--- src/rtl/l2_port_arbiter_if.sv ---
`default_nettype none
// ============================================================================
// Module   : l2_port_arbiter_if
// Brief    : I-side, D-side and L2 handshake bundle around the L2 port arbiter
// Revision : 1.0
// ============================================================================
interface l2_port_arbiter_if #(
  parameter int ADDR_W = 30,
  parameter int LINE_W = 128
);
  logic              i_read;
  logic [ADDR_W-1:0] i_addr;
  logic [LINE_W-1:0] i_rdata;
  logic              i_ready;
  logic              i_stall;

  logic              d_read;
  logic              d_write;
  logic [ADDR_W-1:0] d_addr;
  logic [LINE_W-1:0] d_wdata;
  logic [LINE_W-1:0] d_rdata;
  logic              d_ready;
  logic              d_stall;

  logic              l2_read;
  logic              l2_write;
  logic [ADDR_W-1:0] l2_addr;
  logic [LINE_W-1:0] l2_wdata;
  logic [LINE_W-1:0] l2_rdata;
  logic              l2_ready;

  // Arbiter view: requests from both L1s and L2 responses come in
  modport slave (
    input  i_read, i_addr,
    input  d_read, d_write, d_addr, d_wdata,
    input  l2_rdata, l2_ready,
    output i_rdata, i_ready, i_stall,
    output d_rdata, d_ready, d_stall,
    output l2_read, l2_write, l2_addr, l2_wdata
  );

  // Environment view: the L1 controllers and the L2 together
  modport master (
    output i_read, i_addr,
    output d_read, d_write, d_addr, d_wdata,
    output l2_rdata, l2_ready,
    input  i_rdata, i_ready, i_stall,
    input  d_rdata, d_ready, d_stall,
    input  l2_read, l2_write, l2_addr, l2_wdata
  );
endinterface
`default_nettype wire

--- src/rtl/l2_port_arbiter.sv ---
`default_nettype none
// ============================================================================
// Module   : l2_port_arbiter
// Brief    : Round-robin arbiter sharing the unified L2 port between L1 I and D
// Revision : 1.0
// ============================================================================
module l2_port_arbiter #(
  parameter int ADDR_W = 30,
  parameter int LINE_W = 128,
  parameter int CNT_W  = 16
) (
  input  logic              clk,
  input  logic              reset,
  l2_port_arbiter_if.slave  bus,
  output logic [CNT_W-1:0]  conflict_cnt
);

  localparam logic [1:0] c_IDLE    = 2'd0;
  localparam logic [1:0] c_GRANT_I = 2'd1;
  localparam logic [1:0] c_GRANT_D = 2'd2;
  localparam logic [1:0] c_RELEASE = 2'd3;

  logic [1:0]        r_state;
  logic [1:0]        w_state_nxt;
  logic              r_last_d;
  logic              r_op_read;
  logic              r_op_write;
  logic [ADDR_W-1:0] r_addr;
  logic [LINE_W-1:0] r_wdata;
  logic [CNT_W-1:0]  r_conflict_cnt;

  logic w_i_req;
  logic w_d_req;
  logic w_idle;
  logic w_in_grant;
  logic w_grant_i;
  logic w_grant_d;
  logic w_i_done;
  logic w_d_done;
  logic w_cnt_sat;

  assign w_i_req    = bus.i_read;
  assign w_d_req    = bus.d_read | bus.d_write;
  assign w_idle     = (r_state == c_IDLE);
  assign w_in_grant = (r_state == c_GRANT_I) | (r_state == c_GRANT_D);

  // On a tie the side that did not win last time takes the port
  assign w_grant_i  = w_idle & w_i_req & (~w_d_req | r_last_d);
  assign w_grant_d  = w_idle & w_d_req & (~w_i_req | ~r_last_d);

  assign w_i_done   = (r_state == c_GRANT_I) & bus.l2_ready;
  assign w_d_done   = (r_state == c_GRANT_D) & bus.l2_ready;
  assign w_cnt_sat  = &r_conflict_cnt;

  always_comb begin
    w_state_nxt = r_state;
    case (r_state)
      c_IDLE: begin
        if (w_grant_i) begin
          w_state_nxt = c_GRANT_I;
        end else if (w_grant_d) begin
          w_state_nxt = c_GRANT_D;
        end
      end
      c_GRANT_I, c_GRANT_D: begin
        if (bus.l2_ready) begin
          w_state_nxt = c_RELEASE;
        end
      end
      default: w_state_nxt = c_IDLE;
    endcase
  end

  always_ff @(posedge clk or negedge reset) begin
    if (!reset) begin
      r_state        <= c_IDLE;
      r_last_d       <= 1'b1;
      r_op_read      <= 1'b0;
      r_op_write     <= 1'b0;
      r_addr         <= '0;
      r_wdata        <= '0;
      r_conflict_cnt <= '0;
    end else begin
      r_state <= w_state_nxt;
      if (w_grant_i) begin
        r_last_d   <= 1'b0;
        r_addr     <= bus.i_addr;
        r_wdata    <= '0;
        r_op_read  <= 1'b1;
        r_op_write <= 1'b0;
      end else if (w_grant_d) begin
        // A simultaneous read+write from D is resolved as a write
        r_last_d   <= 1'b1;
        r_addr     <= bus.d_addr;
        r_wdata    <= bus.d_wdata;
        r_op_read  <= bus.d_read & ~bus.d_write;
        r_op_write <= bus.d_write;
      end
      if (w_idle & w_i_req & w_d_req & ~w_cnt_sat) begin
        r_conflict_cnt <= r_conflict_cnt + CNT_W'(1);
      end
    end
  end

  // Masking with l2_ready keeps L2 from seeing a fresh request in its ready cycle
  assign bus.l2_read  = w_in_grant & r_op_read  & ~bus.l2_ready;
  assign bus.l2_write = w_in_grant & r_op_write & ~bus.l2_ready;
  assign bus.l2_addr  = r_addr;
  assign bus.l2_wdata = r_wdata;

  assign bus.i_ready  = w_i_done;
  assign bus.d_ready  = w_d_done;
  assign bus.i_rdata  = w_i_done ? bus.l2_rdata : '0;
  assign bus.d_rdata  = w_d_done ? bus.l2_rdata : '0;

  // Stall is gated by reset so it collapses as soon as reset asserts
  assign bus.i_stall  = reset & w_i_req & ~w_i_done;
  assign bus.d_stall  = reset & w_d_req & ~w_d_done;

  assign conflict_cnt = r_conflict_cnt;

endmodule
`default_nettype wire

--- src/flat_wrapper.sv ---
// flat-port wrapper written by rule: the top's interface ports become plain ports
module l2_port_arbiter_flat 
#(
  parameter int ADDR_W = 30,
  parameter int LINE_W = 128,
  parameter int CNT_W  = 16
)
  (clk, reset, conflict_cnt, bus_i_read, bus_i_addr, bus_d_read, bus_d_write, bus_d_addr, bus_d_wdata, bus_l2_rdata, bus_l2_ready, bus_i_rdata, bus_i_ready, bus_i_stall, bus_d_rdata, bus_d_ready, bus_d_stall, bus_l2_read, bus_l2_write, bus_l2_addr, bus_l2_wdata);
  l2_port_arbiter_if #(.ADDR_W(ADDR_W), .LINE_W(LINE_W)) bus_i ();
  input  logic clk;
  input  logic reset;
  output logic [CNT_W-1:0] conflict_cnt;
  input wire logic [$bits(bus_i.i_read)-1:0] bus_i_read;
  input wire logic [$bits(bus_i.i_addr)-1:0] bus_i_addr;
  input wire logic [$bits(bus_i.d_read)-1:0] bus_d_read;
  input wire logic [$bits(bus_i.d_write)-1:0] bus_d_write;
  input wire logic [$bits(bus_i.d_addr)-1:0] bus_d_addr;
  input wire logic [$bits(bus_i.d_wdata)-1:0] bus_d_wdata;
  input wire logic [$bits(bus_i.l2_rdata)-1:0] bus_l2_rdata;
  input wire logic [$bits(bus_i.l2_ready)-1:0] bus_l2_ready;
  output wire logic [$bits(bus_i.i_rdata)-1:0] bus_i_rdata;
  output wire logic [$bits(bus_i.i_ready)-1:0] bus_i_ready;
  output wire logic [$bits(bus_i.i_stall)-1:0] bus_i_stall;
  output wire logic [$bits(bus_i.d_rdata)-1:0] bus_d_rdata;
  output wire logic [$bits(bus_i.d_ready)-1:0] bus_d_ready;
  output wire logic [$bits(bus_i.d_stall)-1:0] bus_d_stall;
  output wire logic [$bits(bus_i.l2_read)-1:0] bus_l2_read;
  output wire logic [$bits(bus_i.l2_write)-1:0] bus_l2_write;
  output wire logic [$bits(bus_i.l2_addr)-1:0] bus_l2_addr;
  output wire logic [$bits(bus_i.l2_wdata)-1:0] bus_l2_wdata;
  assign bus_i.i_read = bus_i_read;
  assign bus_i.i_addr = bus_i_addr;
  assign bus_i.d_read = bus_d_read;
  assign bus_i.d_write = bus_d_write;
  assign bus_i.d_addr = bus_d_addr;
  assign bus_i.d_wdata = bus_d_wdata;
  assign bus_i.l2_rdata = bus_l2_rdata;
  assign bus_i.l2_ready = bus_l2_ready;
  assign bus_i_rdata = bus_i.i_rdata;
  assign bus_i_ready = bus_i.i_ready;
  assign bus_i_stall = bus_i.i_stall;
  assign bus_d_rdata = bus_i.d_rdata;
  assign bus_d_ready = bus_i.d_ready;
  assign bus_d_stall = bus_i.d_stall;
  assign bus_l2_read = bus_i.l2_read;
  assign bus_l2_write = bus_i.l2_write;
  assign bus_l2_addr = bus_i.l2_addr;
  assign bus_l2_wdata = bus_i.l2_wdata;
  l2_port_arbiter #(.ADDR_W(ADDR_W), .LINE_W(LINE_W), .CNT_W(CNT_W)) u_core (.clk(clk), .reset(reset), .bus(bus_i), .conflict_cnt(conflict_cnt));
endmodule
--- config.mk ---
export PLATFORM = sky130hd
export DESIGN_NAME = l2_port_arbiter_flat
export DESIGN_NICKNAME = d
export VERILOG_FILES = /design/src/rtl/l2_port_arbiter_if.sv /design/src/rtl/l2_port_arbiter.sv /design/src/flat_wrapper.sv
export SDC_FILE = /design/constraint.sdc
export NUM_CORES = 1
export LEC_CHECK = 0
export CAP_MARGIN = 20
export CORE_AREA = 2 2 298 300
export DETAILED_ROUTE_END_ITERATION = 10
export DIE_AREA = 0 0 300 302
export GPL_TIMING_DRIVEN = 0
export SLEW_MARGIN = 30
export SYNTH_ARGS = -nofsm -noshare
export SYNTH_HDL_FRONTEND = slang
export SYNTH_SLANG_ARGS = --single-unit
--- constraint.sdc ---
create_clock -name clk -period 1.9 [get_ports clk]
set_clock_uncertainty 0.15 [all_clocks]
set_input_delay 0.38 -clock clk [delete_from_list [all_inputs] [get_ports clk]]
set_output_delay 0.38 -clock clk [all_outputs]
set_load 0.02 [all_outputs]
**Yosys cells after proc, flatten, opt, wreduce, memory -nomap -nowiden**

Index checks and enable logic that the tools add are counted.

- Reduce and logical (&&, ||, !) cells: 5
- Add/subtract/negate cells: 1
- Equal/unequal tests: 4
- Mux-type cells: 16
- Bitwise logic cells: 29

Operators with widths:

| operator | number |
|---|---|
| two-way mux 128 bit | 4 |
| two-way mux 30 bit | 2 |
| bitwise AND 1 bit | 17 |
| adder 16 x 1 -> 16 bit, second input constant | 1 |
| AND reduction 16 bit | 1 |
| inverter 1 bit | 8 |
| two-way mux 1 bit | 6 |
| two-way mux 2 bit | 3 |
| bitwise OR 1 bit | 4 |
| one-hot mux 2 bit (2 select lines) | 1 |
| inequality test 3 bit, second input constant | 1 |
| == test 2 x 1 -> 1 bit, second input constant | 1 |
| == test 2 bit, second input constant | 1 |
| zero test 2 bit | 1 |
| inequality test 2 bit, second input constant | 1 |
| AND reduction 2 bit | 1 |
| nonzero test 2 bit | 1 |
| OR reduction 2 bit | 1 |

- Output and inout port bits: 436
- Input bits: 322
- Logic and storage cells: 62
- Bits in registers: 179

**Longest topological paths before layout**

- Depth in word-level cells: 6
- Depth in mapped cells: 9

**Worst setup path before layout**

Ideal clock, no wire load.

- Kind: flip-flop to flip-flop
- Start point: register u_core.r_state[0]
- End point: register u_core.r_conflict_cnt[12], in the netlist u_core.conflict_cnt[12]
- Path buffers: 0
- Stages on the path, launching flop included: 7
- Period minus slack after synthesis: 2.098 ns
- Slack: -0.198 ns
- Arrival: 1.823 ns
- Setup time: 0.125 ns
- Required time: 1.625 ns
- Cell sequence: dfrtp_1 -> inv_1 -> ha_1 -> o211ai_2 -> or4_4 -> nor3_2 -> mux2_2

- Longest elaborated chain between the ends: 4

Ends and longest elaborated chain:

| what | line | source |
|---|---|---|
| start: declaration | l2_port_arbiter.sv:23 | `logic [1:0] r_state;` |
| start signal: assignment | l2_port_arbiter.sv:76 | `r_state <= c_IDLE;` |
| start signal: assignment | l2_port_arbiter.sv:84 | `r_state <= w_state_nxt;` |
| zero test 2 bit | l2_port_arbiter.sv:44 | `assign w_idle = (r_state == c_IDLE);` |
| bitwise AND 1 bit (3 in a row) | l2_port_arbiter.sv:99 | `if (w_idle & w_i_req & w_d_req & ~w_cnt_sat) begin` |
| end signal: assignment | l2_port_arbiter.sv:100 | `r_conflict_cnt <= r_conflict_cnt + CNT_W'(1);` |
| end: declaration | l2_port_arbiter.sv:30 | `logic [CNT_W-1:0] r_conflict_cnt;` |

No other way between the ends.
A chain may end at the register's enable or synchronous reset.

**Worst setup path after layout**

- Start point: register u_core.r_state[1]
- End point: output port bus_d_rdata[18]

- Longest elaborated chain between the ends: 3

Ends and longest elaborated chain:

| what | line | source |
|---|---|---|
| == test 2 bit | l2_port_arbiter.sv:52 | `assign w_d_done = (r_state == c_GRANT_D) & bus.l2_ready;` |
| bitwise AND 1 bit | l2_port_arbiter.sv:52 |  |
| two-way mux 128 bit | l2_port_arbiter.sv:114 | `assign bus.d_rdata = w_d_done ? bus.l2_rdata : '0;` |
| end: declaration | flat_wrapper.sv:24 | `output wire logic [$bits(bus_i.d_rdata)-1:0] bus_d_rdata;` |

No other way between the ends.

==> results.py <==
metrics = {
    "outcome": {
        "status": "complete, but fails checks",
        "violations": "negative setup slack",
    },
    "timing": {
        "setup_violations": 612,
        "clock.fmax_ghz": 0.401,
        "worst_slack_ns": -0.593,
        "rsz0062_at_grt": "true",
        "finalCriticalPeriod_ns": 2.49,
        "finalMaxSlewViolations": 0,
        "max_slew.worst_pin.slew_ns": 0.638,
        "hold_viol_final": 0,
        "slew_headroom": 0.575,
        "fin_crit_sh": 1.31,
    },
    "setup_path": {
        "cp_max_fo": 7,
        "critical_path.max_stage_delay_ns": 0.40,
        "arrival_ns": 1.96,
        "start_kind": "register",
        "slowest_stage": "dfrtp_1",
        "critPathKind": "reg -> out",
        "cp_data_required_time_ns": 1.37,
        "crit_path_end_kind": "primary output",
        "reg2reg_slack_ns": -0.41,
        "worstPathCellList": "buf_6, ha_4, clkbuf_16, clkbuf_16, and3_4, buf_6",
        "reg2reg_depth": 12,
    },
    "yosys": {
        "yosysTopAreaCell": "dfrtp_1",
        "ys_top_cells_by_area": "dfrtp_1, and3_1, a22o_1, clkbuf_1, nand2_1",
        "syn_area_um2": 8700,
        "syn_nets": 1172,
        "ys_async_sr_fraction": 1.00,
        "synthFlopType": "dfrtp_1",
        "avgSynthCellArea_um2": 10.3,
        "ys_warn_count": 0,
        "ys_ff_latch": 179,
        "ys_seq_area_frac": 0.515,
        "synth_top_area_frac": 0.512,
        "ys_types": 36,
        "synth_cells": 844,
        "synth_edf_count": 0,
    },
    "clock_network": {
        "cts.sinks": 179,
        "htreeDepth": 4,
        "cts_buffers": 17,
        "cts_tree": "built",
        "max-clock-path-buffers": 2,
        "clock_latency_ns": 0.48,
        "clkSlewWorstSetupHoldPaths_ns": 0.07,
        "cts_root_buffer": "clkbuf_16",
    },
    "global_routing": {
        "antenna_found_initial": 5,
        "grt_pass1_wl_um": 74600,
        "grt_max_degree": 81,
        "grt.overflow.total": 0,
        "gr-usage-all-layers": 0.113,
        "grt_pass1_vias": 10325,
    },
    "floorplanning": {
        "die_y_um": 302,
        "die_x_um": 300,
        "die-area_um2": 90600,
        "start_util": 0.0994,
        "rows": 109,
        "core_um2": 87600,
        "ios": 758,
    },
    "job": {
        "cap_violations": 0,
    },
    "cells_and_area": {
        "final_nets": 1997,
        "synthToLayoutAreaGrowth_pct": 140,
        "drive_gt1_frac": 0.378,
        "multi_input_area_um2": 4780,
        "seq_area_um2": 4480,
        "fill_cells": 9371,
        "final_common_cell": "clkdlybuf4s50_1",
        "final_cell_mix": "clkdlybuf4s50_1, buf_6, dfrtp_1",
        "final_cells": 2852,
    },
    "pwr": {
        "power_density_nw_per_um2": 1380,
        "p_leak_nw": 9.28,
        "peakVddDrop_v": 0.000670,
    },
    "detailed_routing": {
        "viasPerCell": 3.75,
        "avgRoutedWirePerCell_um": 20.2,
        "routed_wl_um": 57600,
        "vias": 10700,
        "drtIter0Drc": 758,
        "detail_route.first_pass.iterations": 5,
        "remaining_drc_errors": 0,
        "antenna_left": 0,
    },
    "place": {
        "io_buffers": 756,
        "gp_congestion": 0.953,
        "pre_cts_ws_ns": -1.89,
        "dp.cells": 2767,
        "dp.final_hpwl_um": 42800,
    },
    "min_path": {
        "holdPathStages": 2,
        "hold_class": "reg -> reg",
    },
}
==> metrics by stage <==
stage               total power [mW]  setup TNS, ns  cell area [µm²]  hold slack [ns]  utilization
floorplan                       13.2         -0.157             8720          -0.0656            -
global placement                20.9       -1985.09            17700            0.309        0.203
detailed placement              20.9        -543.47            17800            0.110        0.203
CTS                             26.8        -236.51            19200            0.288        0.220
global route                    30.3        -256.16            20900            0.307        0.239
finish                          28.9        -196.41            20900            0.326        0.239
==> report_power, final <==
group | internal [mW] | switching [mW] | leakage (nW)
logic | 9.66 | 9.24 | 6.73
clock network | 1.86 | 1.79 | 0.277
registers | 5.36 | 0.949 | 2.28
==> worst max-delay path: cells and delay by family, from the launching register on <==
kind,cells,cell delay (ns)
flops,1,0.40
buf+inv,4,0.63
fa+ha+maj,1,0.23
simple gates,1,0.22
==> layer usage <==
layer	wire [µm]	GRT usage	share of wire	vias to the layer above
li1	-	-	-	4805
met1	23800	0.142	0.41	5253
met2	26600	0.176	0.46	567
met3	5730	0.0450	0.099	67
met4	1460	0.0379	0.025	8
met5	47	0	0.00082	-
==> worst paths after layout <==
check	startpoint	end
max in group asynchronous	reset	u_core.conflict_cnt[1]
min in group asynchronous	reset	u_core.r_op_write
hold / removal	u_core.bus.l2_addr[16]	u_core.bus.l2_addr[16]
setup / recovery	u_core.r_state[1]	bus_d_rdata[18]
setup reg to reg	u_core.r_state[0]	u_core.bus.l2_addr[20]
hold reg to reg	u_core.bus.l2_addr[16]	u_core.bus.l2_addr[16]
==> cell usage after synthesis, types with 6 or more instances <==
master    count
nand2_1      69
dfrtp_1     178
ha_1          6
xor2_1       10
nor2_1        7
buf_2        28
a22o_1      128
clkbuf_1     70
and2_1        8
nor4_1        7
and3_1      256
a22oi_1      30
==> what timing repair did <==
item	CTS	global route
setup endpoints to repair	612	615
pin swaps	10	12
hold endpoints to repair	179	0
hold buffers	2	0
resized for setup	1590	407
cloned	7	15
buffers inserted	16	13
==> area by class of cell <==
class | instances | share of cell area
inverter | 4 | 0.000718
sequential | 179 | 0.214
antenna | 5 | 0.000598
multi-input combinational | 563 | 0.228
clock buffer | 17 | 0.0203
timing repair buffer | 810 | 0.410
clock inverter | 15 | 0.00789
buffer | 94 | 0.0477
tap | 1165 | 0.0697
==> sequential cells by signal (all words and copies together) (netlist names) <==
name                 count
u_core.bus.l2_wdata    128
u_core.r_op_write        1
u_core.bus.l2_addr      30
u_core.r_op_read         1
u_core.conflict_cnt     16
u_core.r_state           2
u_core.r_last_d          1
==> logic make-up (layout without fill, tap and decap cells) <==
family,Yosys count,count (layout),share of synthesized area
compound gates,172,172,0.167
xor+xnor,12,12,0.0121
fa+ha+maj,6,6,0.00863
buf+inv,102,940,0.0480
flops,179,179,0.515
mux,5,5,0.00618
other cells,0,5,0
simple gates,368,368,0.243
Note: power is estimated with default switching activity, not from simulation.
